## config.mk

```make
export PLATFORM = sky130hd
export DESIGN_NAME = cv32e40x_xif_result_arbiter_flat
export DESIGN_NICKNAME = d
export VERILOG_FILES = /design/src/rtl/cv32e40x_xif_result_arbiter_if.sv /design/src/rtl/cv32e40x_xif_result_arbiter.sv /design/src/flat_wrapper.sv
export SDC_FILE = /design/constraint.sdc
export NUM_CORES = 1
export LEC_CHECK = 0
export ABC_AREA = 1
export CAP_MARGIN = 20
export CORE_UTILIZATION = 40
export CTS_CLUSTER_DIAMETER = 30
export CTS_CLUSTER_SIZE = 25
export DETAILED_ROUTE_END_ITERATION = 10
export PLACE_DENSITY = 0.67
export SYNTH_ARGS = -nofsm -noshare
export SYNTH_HDL_FRONTEND = slang
export SYNTH_SLANG_ARGS = --single-unit
```

## constraint.sdc

```tcl
create_clock -name clk -period 3.81 [get_ports clk]
set_input_delay 0.762 -clock clk [delete_from_list [all_inputs] [get_ports clk]]
set_output_delay 0.762 -clock clk [all_outputs]
set_load 0.03 [all_outputs]
```

## src/rtl/cv32e40x_xif_result_arbiter_if.sv

```systemverilog
// Grouped issue/commit/result signals between the coprocessor result channels,
// the core writeback stage, and the result arbiter.
interface cv32e40x_xif_result_arbiter_if #(
  parameter int X_NUM_COPROC = 2,
  parameter int X_ID_WIDTH   = 4,
  parameter int X_RFW_WIDTH  = 32
);
  localparam int CW  = (X_NUM_COPROC > 1) ? $clog2(X_NUM_COPROC) : 1;
  localparam int WEW = X_RFW_WIDTH / 32;

  logic                                issue_alloc_i;
  logic [X_ID_WIDTH-1:0]               issue_id_i;
  logic [CW-1:0]                       issue_coproc_i;
  logic                                commit_valid_i;
  logic [X_ID_WIDTH-1:0]               commit_id_i;
  logic                                commit_kill_i;
  logic [X_NUM_COPROC-1:0]             co_result_valid_i;
  logic [X_NUM_COPROC-1:0]             co_result_ready_o;
  logic [X_NUM_COPROC*X_ID_WIDTH-1:0]  co_result_id_i;
  logic [X_NUM_COPROC*X_RFW_WIDTH-1:0] co_result_data_i;
  logic [X_NUM_COPROC*5-1:0]           co_result_rd_i;
  logic [X_NUM_COPROC*WEW-1:0]         co_result_we_i;
  logic [X_NUM_COPROC-1:0]             co_result_exc_i;
  logic [X_NUM_COPROC*6-1:0]           co_result_exccode_i;
  logic                                result_valid_o;
  logic                                result_ready_i;
  logic [X_ID_WIDTH-1:0]               result_id_o;
  logic [X_RFW_WIDTH-1:0]              result_data_o;
  logic [4:0]                          result_rd_o;
  logic [WEW-1:0]                      result_we_o;
  logic                                result_exc_o;
  logic [5:0]                          result_exccode_o;
  logic [X_ID_WIDTH:0]                 outstanding_cnt_o;
  logic                                protocol_err_o;

  modport slave (
    input  issue_alloc_i, issue_id_i, issue_coproc_i,
    input  commit_valid_i, commit_id_i, commit_kill_i,
    input  co_result_valid_i, co_result_id_i, co_result_data_i, co_result_rd_i,
    input  co_result_we_i, co_result_exc_i, co_result_exccode_i, result_ready_i,
    output co_result_ready_o, result_valid_o, result_id_o, result_data_o, result_rd_o,
    output result_we_o, result_exc_o, result_exccode_o, outstanding_cnt_o, protocol_err_o
  );

  modport master (
    output issue_alloc_i, issue_id_i, issue_coproc_i,
    output commit_valid_i, commit_id_i, commit_kill_i,
    output co_result_valid_i, co_result_id_i, co_result_data_i, co_result_rd_i,
    output co_result_we_i, co_result_exc_i, co_result_exccode_i, result_ready_i,
    input  co_result_ready_o, result_valid_o, result_id_o, result_data_o, result_rd_o,
    input  result_we_o, result_exc_o, result_exccode_o, outstanding_cnt_o, protocol_err_o
  );
endinterface

```

## src/rtl/cv32e40x_xif_result_arbiter.sv

```systemverilog
// Round-robin merge of coprocessor result channels into one registered result
// stage, with per-ID ownership/kill tracking and protocol-violation flagging.
module cv32e40x_xif_result_arbiter #(
  parameter int X_NUM_COPROC = 2,
  parameter int X_ID_WIDTH   = 4,
  parameter int X_RFW_WIDTH  = 32
) (
  input logic clk,
  input logic rst_n,
  cv32e40x_xif_result_arbiter_if.slave xif
);
  localparam int NC    = X_NUM_COPROC;
  localparam int IW    = X_ID_WIDTH;
  localparam int W     = X_RFW_WIDTH;
  localparam int CW    = (NC > 1) ? $clog2(NC) : 1;
  localparam int WEW   = W / 32;
  localparam int DEPTH = 2 ** IW;

  typedef struct packed {
    logic [IW-1:0]  id;
    logic [W-1:0]   data;
    logic [4:0]     rd;
    logic [WEW-1:0] we;
    logic           exc;
    logic [5:0]     exccode;
  } res_t;

  logic [DEPTH-1:0]         trk_valid, trk_killed;
  logic [DEPTH-1:0][CW-1:0] trk_owner;
  logic [CW-1:0]            ptr;
  logic                     out_valid;
  res_t                     out_q;
  logic                     err_q;
  logic [IW:0]              cnt_q;

  res_t [NC-1:0]    ch;
  logic [NC-1:0]    live, dead, bad, rdy;
  logic             can_load, gnt_vld, dup;
  logic [CW-1:0]    gnt, idx;
  logic [DEPTH-1:0] free;
  int               n_free, cnt_nxt;

  for (genvar c = 0; c < NC; c++) begin : g_ch
    logic hit;
    assign ch[c] = {xif.co_result_id_i[c*IW +: IW], xif.co_result_data_i[c*W +: W],
                    xif.co_result_rd_i[c*5 +: 5], xif.co_result_we_i[c*WEW +: WEW],
                    xif.co_result_exc_i[c], xif.co_result_exccode_i[c*6 +: 6]};
    assign hit     = trk_valid[ch[c].id] && (trk_owner[ch[c].id] == CW'(c));
    assign live[c] = xif.co_result_valid_i[c] &  hit & !trk_killed[ch[c].id];
    assign dead[c] = xif.co_result_valid_i[c] &  hit &  trk_killed[ch[c].id];
    assign bad[c]  = xif.co_result_valid_i[c] & !hit;
  end

  always_comb begin
    can_load = !out_valid || xif.result_ready_i;
    gnt_vld  = 1'b0;
    gnt      = '0;
    idx      = '0;
    for (int i = 0; i < NC; i++) begin
      idx = CW'((int'(ptr) + i) % NC);
      if (!gnt_vld && can_load && live[idx]) begin
        gnt_vld = 1'b1;
        gnt     = idx;
      end
    end
  end

  // Killed results free their entry without occupying the output stage.
  always_comb begin
    free   = '0;
    n_free = 0;
    rdy    = dead | bad;
    for (int c = 0; c < NC; c++)
      if (dead[c]) begin
        free[ch[c].id] = 1'b1;
        n_free         = n_free + 1;
      end
    if (gnt_vld) begin
      free[ch[gnt].id] = 1'b1;
      n_free           = n_free + 1;
      rdy[gnt]         = 1'b1;
    end
    dup     = xif.issue_alloc_i && trk_valid[xif.issue_id_i] && !free[xif.issue_id_i];
    cnt_nxt = int'(cnt_q) - n_free + ((xif.issue_alloc_i && !dup) ? 1 : 0);
    if (cnt_nxt > DEPTH) cnt_nxt = DEPTH;
    if (cnt_nxt < 0)     cnt_nxt = 0;
  end

  always_ff @(posedge clk or negedge rst_n) begin
    if (!rst_n) begin
      trk_valid  <= '0;
      trk_killed <= '0;
      trk_owner  <= '0;
    end else begin
      // Priority: alloc over free over kill.
      for (int e = 0; e < DEPTH; e++) begin
        if (xif.issue_alloc_i && xif.issue_id_i == IW'(e)) begin
          trk_valid[e]  <= 1'b1;
          trk_killed[e] <= 1'b0;
          trk_owner[e]  <= xif.issue_coproc_i;
        end else if (free[e]) begin
          trk_valid[e]  <= 1'b0;
          trk_killed[e] <= 1'b0;
        end else if (xif.commit_valid_i && xif.commit_kill_i &&
                     xif.commit_id_i == IW'(e) && trk_valid[e]) begin
          trk_killed[e] <= 1'b1;
        end
      end
    end
  end

  always_ff @(posedge clk or negedge rst_n) begin
    if (!rst_n) begin
      out_valid <= 1'b0;
      out_q     <= '0;
      ptr       <= '0;
      err_q     <= 1'b0;
      cnt_q     <= '0;
    end else begin
      if (can_load) begin
        out_valid <= gnt_vld;
        if (gnt_vld) out_q <= ch[gnt];
      end
      if (gnt_vld) ptr <= CW'((int'(gnt) + 1) % NC);
      err_q <= (|bad) || dup;
      cnt_q <= (IW+1)'(cnt_nxt);
    end
  end

  assign xif.co_result_ready_o = rst_n ? rdy : '0;
  assign xif.result_valid_o    = out_valid;
  assign xif.result_id_o       = out_q.id;
  assign xif.result_data_o     = out_q.data;
  assign xif.result_rd_o       = out_q.rd;
  assign xif.result_we_o       = out_q.we;
  assign xif.result_exc_o      = out_q.exc;
  assign xif.result_exccode_o  = out_q.exccode;
  assign xif.outstanding_cnt_o = cnt_q;
  assign xif.protocol_err_o    = err_q;
endmodule

```

## src/flat_wrapper.sv

```systemverilog
// flat-port wrapper written by rule: the top's interface ports become plain ports
module cv32e40x_xif_result_arbiter_flat 
#(
  parameter int X_NUM_COPROC = 2,
  parameter int X_ID_WIDTH   = 4,
  parameter int X_RFW_WIDTH  = 32
)
  (clk, rst_n, xif_issue_alloc_i, xif_issue_id_i, xif_issue_coproc_i, xif_commit_valid_i, xif_commit_id_i, xif_commit_kill_i, xif_co_result_valid_i, xif_co_result_id_i, xif_co_result_data_i, xif_co_result_rd_i, xif_co_result_we_i, xif_co_result_exc_i, xif_co_result_exccode_i, xif_result_ready_i, xif_co_result_ready_o, xif_result_valid_o, xif_result_id_o, xif_result_data_o, xif_result_rd_o, xif_result_we_o, xif_result_exc_o, xif_result_exccode_o, xif_outstanding_cnt_o, xif_protocol_err_o);
  cv32e40x_xif_result_arbiter_if #(.X_NUM_COPROC(X_NUM_COPROC), .X_ID_WIDTH(X_ID_WIDTH), .X_RFW_WIDTH(X_RFW_WIDTH)) xif_i ();
  input logic clk;
  input logic rst_n;
  input wire logic [$bits(xif_i.issue_alloc_i)-1:0] xif_issue_alloc_i;
  input wire logic [$bits(xif_i.issue_id_i)-1:0] xif_issue_id_i;
  input wire logic [$bits(xif_i.issue_coproc_i)-1:0] xif_issue_coproc_i;
  input wire logic [$bits(xif_i.commit_valid_i)-1:0] xif_commit_valid_i;
  input wire logic [$bits(xif_i.commit_id_i)-1:0] xif_commit_id_i;
  input wire logic [$bits(xif_i.commit_kill_i)-1:0] xif_commit_kill_i;
  input wire logic [$bits(xif_i.co_result_valid_i)-1:0] xif_co_result_valid_i;
  input wire logic [$bits(xif_i.co_result_id_i)-1:0] xif_co_result_id_i;
  input wire logic [$bits(xif_i.co_result_data_i)-1:0] xif_co_result_data_i;
  input wire logic [$bits(xif_i.co_result_rd_i)-1:0] xif_co_result_rd_i;
  input wire logic [$bits(xif_i.co_result_we_i)-1:0] xif_co_result_we_i;
  input wire logic [$bits(xif_i.co_result_exc_i)-1:0] xif_co_result_exc_i;
  input wire logic [$bits(xif_i.co_result_exccode_i)-1:0] xif_co_result_exccode_i;
  input wire logic [$bits(xif_i.result_ready_i)-1:0] xif_result_ready_i;
  output wire logic [$bits(xif_i.co_result_ready_o)-1:0] xif_co_result_ready_o;
  output wire logic [$bits(xif_i.result_valid_o)-1:0] xif_result_valid_o;
  output wire logic [$bits(xif_i.result_id_o)-1:0] xif_result_id_o;
  output wire logic [$bits(xif_i.result_data_o)-1:0] xif_result_data_o;
  output wire logic [$bits(xif_i.result_rd_o)-1:0] xif_result_rd_o;
  output wire logic [$bits(xif_i.result_we_o)-1:0] xif_result_we_o;
  output wire logic [$bits(xif_i.result_exc_o)-1:0] xif_result_exc_o;
  output wire logic [$bits(xif_i.result_exccode_o)-1:0] xif_result_exccode_o;
  output wire logic [$bits(xif_i.outstanding_cnt_o)-1:0] xif_outstanding_cnt_o;
  output wire logic [$bits(xif_i.protocol_err_o)-1:0] xif_protocol_err_o;
  assign xif_i.issue_alloc_i = xif_issue_alloc_i;
  assign xif_i.issue_id_i = xif_issue_id_i;
  assign xif_i.issue_coproc_i = xif_issue_coproc_i;
  assign xif_i.commit_valid_i = xif_commit_valid_i;
  assign xif_i.commit_id_i = xif_commit_id_i;
  assign xif_i.commit_kill_i = xif_commit_kill_i;
  assign xif_i.co_result_valid_i = xif_co_result_valid_i;
  assign xif_i.co_result_id_i = xif_co_result_id_i;
  assign xif_i.co_result_data_i = xif_co_result_data_i;
  assign xif_i.co_result_rd_i = xif_co_result_rd_i;
  assign xif_i.co_result_we_i = xif_co_result_we_i;
  assign xif_i.co_result_exc_i = xif_co_result_exc_i;
  assign xif_i.co_result_exccode_i = xif_co_result_exccode_i;
  assign xif_i.result_ready_i = xif_result_ready_i;
  assign xif_co_result_ready_o = xif_i.co_result_ready_o;
  assign xif_result_valid_o = xif_i.result_valid_o;
  assign xif_result_id_o = xif_i.result_id_o;
  assign xif_result_data_o = xif_i.result_data_o;
  assign xif_result_rd_o = xif_i.result_rd_o;
  assign xif_result_we_o = xif_i.result_we_o;
  assign xif_result_exc_o = xif_i.result_exc_o;
  assign xif_result_exccode_o = xif_i.result_exccode_o;
  assign xif_outstanding_cnt_o = xif_i.outstanding_cnt_o;
  assign xif_protocol_err_o = xif_i.protocol_err_o;
  cv32e40x_xif_result_arbiter #(.X_NUM_COPROC(X_NUM_COPROC), .X_ID_WIDTH(X_ID_WIDTH), .X_RFW_WIDTH(X_RFW_WIDTH)) u_core (.clk(clk), .rst_n(rst_n), .xif(xif_i));
endmodule
```

==> results of run 1 <==
==> cells in the mapped netlist, drive strengths merged (3+ instances only) <==
cell type  number
nand2         354
nand3         169
dfrtp         105
inv            99
nor2           71
o21ai          59
nor3           22
buf            21
clkbuf         20
a31oi          14
ha             12
nand4          10
a21oi           9
o22ai           7
a211oi          5
clkinv          3
==> metrics by stage <==
stage          setup TNS, ns  cells
2_1_floorplan         -1.712    998
3_3_place_gp          -8.558   1497
3_5_place_dp          -8.698   1497
4_1_cts               -2.191   1535
5_1_grt               -3.831   1543
6_report              -2.640   1543
==> worst max-delay path: cells and delay by family <==
| kind | cells | cell delay [ns] |
|---|---|---|
| buffers and inverters | 7 | 0.81 |
| AO/OA/AOI/OAI | 5 | 0.85 |
| XOR/XNOR | 1 | 0.16 |
| AND/OR/NAND/NOR | 18 | 1.53 |
| adder cells (fa/ha/maj) | 2 | 0.53 |
==> timing repair <==
item | 4_1_cts | 5_1_grt
resized for setup | 93 | 39
setup endpoints to repair | 7 | 6
pin swaps | 29 | 31
gates cloned | 3 | 0
hold endpoints to repair | 0 | 0
buffers inserted | 20 | 9
==> flip-flops by register name, summed over array words and instances (netlist names) <==
name,cells
u_core.ptr,1
u_core.trk_killed,16
u_core.trk_owner,16
u_core.trk_valid,16
u_core.xif.outstanding_cnt_o,5
u_core.xif.protocol_err_o,1
u_core.xif.result_data_o,32
u_core.xif.result_exc_o,1
u_core.xif.result_exccode_o,6
u_core.xif.result_id_o,4
u_core.xif.result_rd_o,5
u_core.xif.result_valid_o,1
u_core.xif.result_we_o,1
==> worst max path at each step <==
stage / depth (start not counted) / from / end
after floorplan: 35 / xif_co_result_id_i[4] / u_core.xif.outstanding_cnt_o[3]
after global placement: 31 / xif_co_result_id_i[0] / u_core.xif.outstanding_cnt_o[2]
after detailed placement: 31 / xif_co_result_id_i[0] / u_core.xif.outstanding_cnt_o[2]
after CTS: 32 / xif_co_result_id_i[1] / u_core.xif.outstanding_cnt_o[0]
after global routing: 34 / xif_co_result_id_i[4] / u_core.xif.outstanding_cnt_o[3]
final: 33 / xif_co_result_id_i[4] / u_core.xif.outstanding_cnt_o[3]
==> kinds of logic after synthesis <==
group,count (synthesis),share of synthesized area [%]
adders and majority gates,13,2.494
DFF,105,38.51
and+or+nand+nor,627,40.09
AOI/OAI and AO/OA,106,9.261
xor gates and xnor gates,4,0.5136
buffers and inverters,143,9.132
==> per-layer routing <==
metal | GRT usage, % | part of all wire, %
met1 | 41.60 | 43
met2 | 49.82 | 46
met3 | 4.521 | 7.6
met4 | 12.01 | 3.4
met5 | 0 | 0
==> cell type report <==
class / count / area, um2
multi-input cells: 751 / 3913
fillers: 1478 / 5862
clock inverters: 7 / 108.9
well taps: 220 / 275.3
repair buffers: 349 / 3231
inverters: 102 / 400.4
clock buffers: 9 / 225.2
flip-flops and latches: 105 / 2628
==> report_power, final <==
group | switching, uW | internal (uW) | leakage, uW
combinational | 1740 | 1380 | 0.00377
sequential | 333 | 1550 | 0.00127
clock | 487 | 591 | 0.000164
==> cell usage in the layout, fill, tap and decap left out, drive strengths merged, types with 3 or more instances in the layout <==
master	count
dfrtp	105
nand3	169
o21ai	59
nand4	10
nor3	22
inv	102
a31oi	14
clkdlybuf4s50	161
nand2	355
a21oi	9
nor2	71
clkinv	5
buf	185
ha	12
clkbuf	9
clkdlybuf4s15	3
a211oi	5
o22ai	7
==> flow_summary.toml, run 1 <==
[timing]
holdWs_ns = 0.4833
timing.slew.headroom_pct = 51.08
fin_worst_skew_ns = 0.01132
finalHoldViolCount = 0
fmax_ghz = 0.2280
layout_min_cycle_time_ns = 4.386
period_share_pct = 115.1
setup_viol = 5
rsz0062_at_grt = "true"
worst_pin_slew_ns = 0.7338
worst_slack_ns = -0.5762
drv_slew = 0

[critical_path]
worst_path_most_repeated_cell = "nand2_1"
r2r_setup_slack_ns = -0.36
cp_slowest_stage_delay_ns = 0.38
reg2reg_to = "u_core.xif.outstanding_cnt_o[3]"
startpoint_type = "primary input"
arrival_ns = 4.64
path_class = "primary input to register"
reg2reg_from = "u_core.trk_valid[10]"
cp-end-kind = "register"
r2r_cells = 31
slowest_stage = "fa_2"
required_ns = 4.06
crit_fanout = 5

[global_routing]
grt_pass1_vias = 7631
grt_usage_pct = 30.82
grt_overflow = 0
antenna_found_initial = 0
grt_max_degree = 57
grt_first_pass_wirelength_mm = 41.86

[placement]
hpwl_mm = 20.08
gp_congestion = 0.9775
place_area_um2 = 9769
pre_cts_ws_ns = -1.580
io_buffers = 172

[run_status]
violations = "setup timing"
status = "finished with violations"

[clock_network]
htree_levels = 3
numCtsBuffers = 9
cts.sinks = 105
cts_hold_buf = 0
cts_tree = "yes"
cts-root-buf = "clkbuf_16"
clk_latency_ns = 0.38
path_clk_slew_ns = 0.07
clk_path_buf_depth = 2

[synth]
ys_types = 45
synth_top_area_cell = "dfrtp_1"
synth-seq-area-share_pct = 38.51
async_flop_share_pct = 100.0
synth_seq_cells = 105
syn_area_per_cell_um2 = 6.836
synth_area_leaders = "dfrtp_1 (39%), nand2_1 (19%), nand3_1 (12%), inv_1 (5.3%), o21ai_0 (3.4%)"
netlist_area_um2 = 6823
syn_nets = 1126
yosysTopAreaCellShare_pct = 38.51
yosys_warnings = 0
synth-main-ff-cell = "dfrtp_1"
synth-edff-count = 0
syn-instance-count = 998

[layout]
fin_util_pct = 64.78
n_antenna_cell = 0
final_area_um2 = 10780
layout-drive-gt1-share_pct = 22.45
nets = 1446
area_growth_pct = 58.00

[drt]
vias_per_cell = 5.307
drt_iter0_markers = 605
drc = 0
first_pass_iters = 5
ant_nets = 0
routed_wl_mm = 27.07
via_count = 8188
post_drt_wl_per_cell_um = 17.54

[power_and_ir_drop]
ir_drop_mv = 0.3210
powerDensity_nw_per_um2 = 564.4
p_leak_uw = 0.005208
finalPower_uw = 6084

[floorplanning]
die_w_um = 132.6
dieArea_um2 = 17580
fp.dieH_um = 132.6
core_area_um2 = 16640
pin_count = 173
initial_utilization_pct = 41.00
rows = 47

[worst_hold_path]
hold_start = "u_core.xif.result_id_o[0]"
hp-class = "register to register"
whs_endpoint = "u_core.xif.result_id_o[0]"
hold_depth = 2

[flow_run]
cap_violations = 0
No activity file was read; power rests on OpenSTA's default activity.
==> inputs of run 2 (changes only) <==
CTS_CLUSTER_SIZE = 14   (was 25)
SLEW_MARGIN = 20   (was not set)
==> results of run 2 <==
Final layout, timing and power as in run 1 (identical DEF).
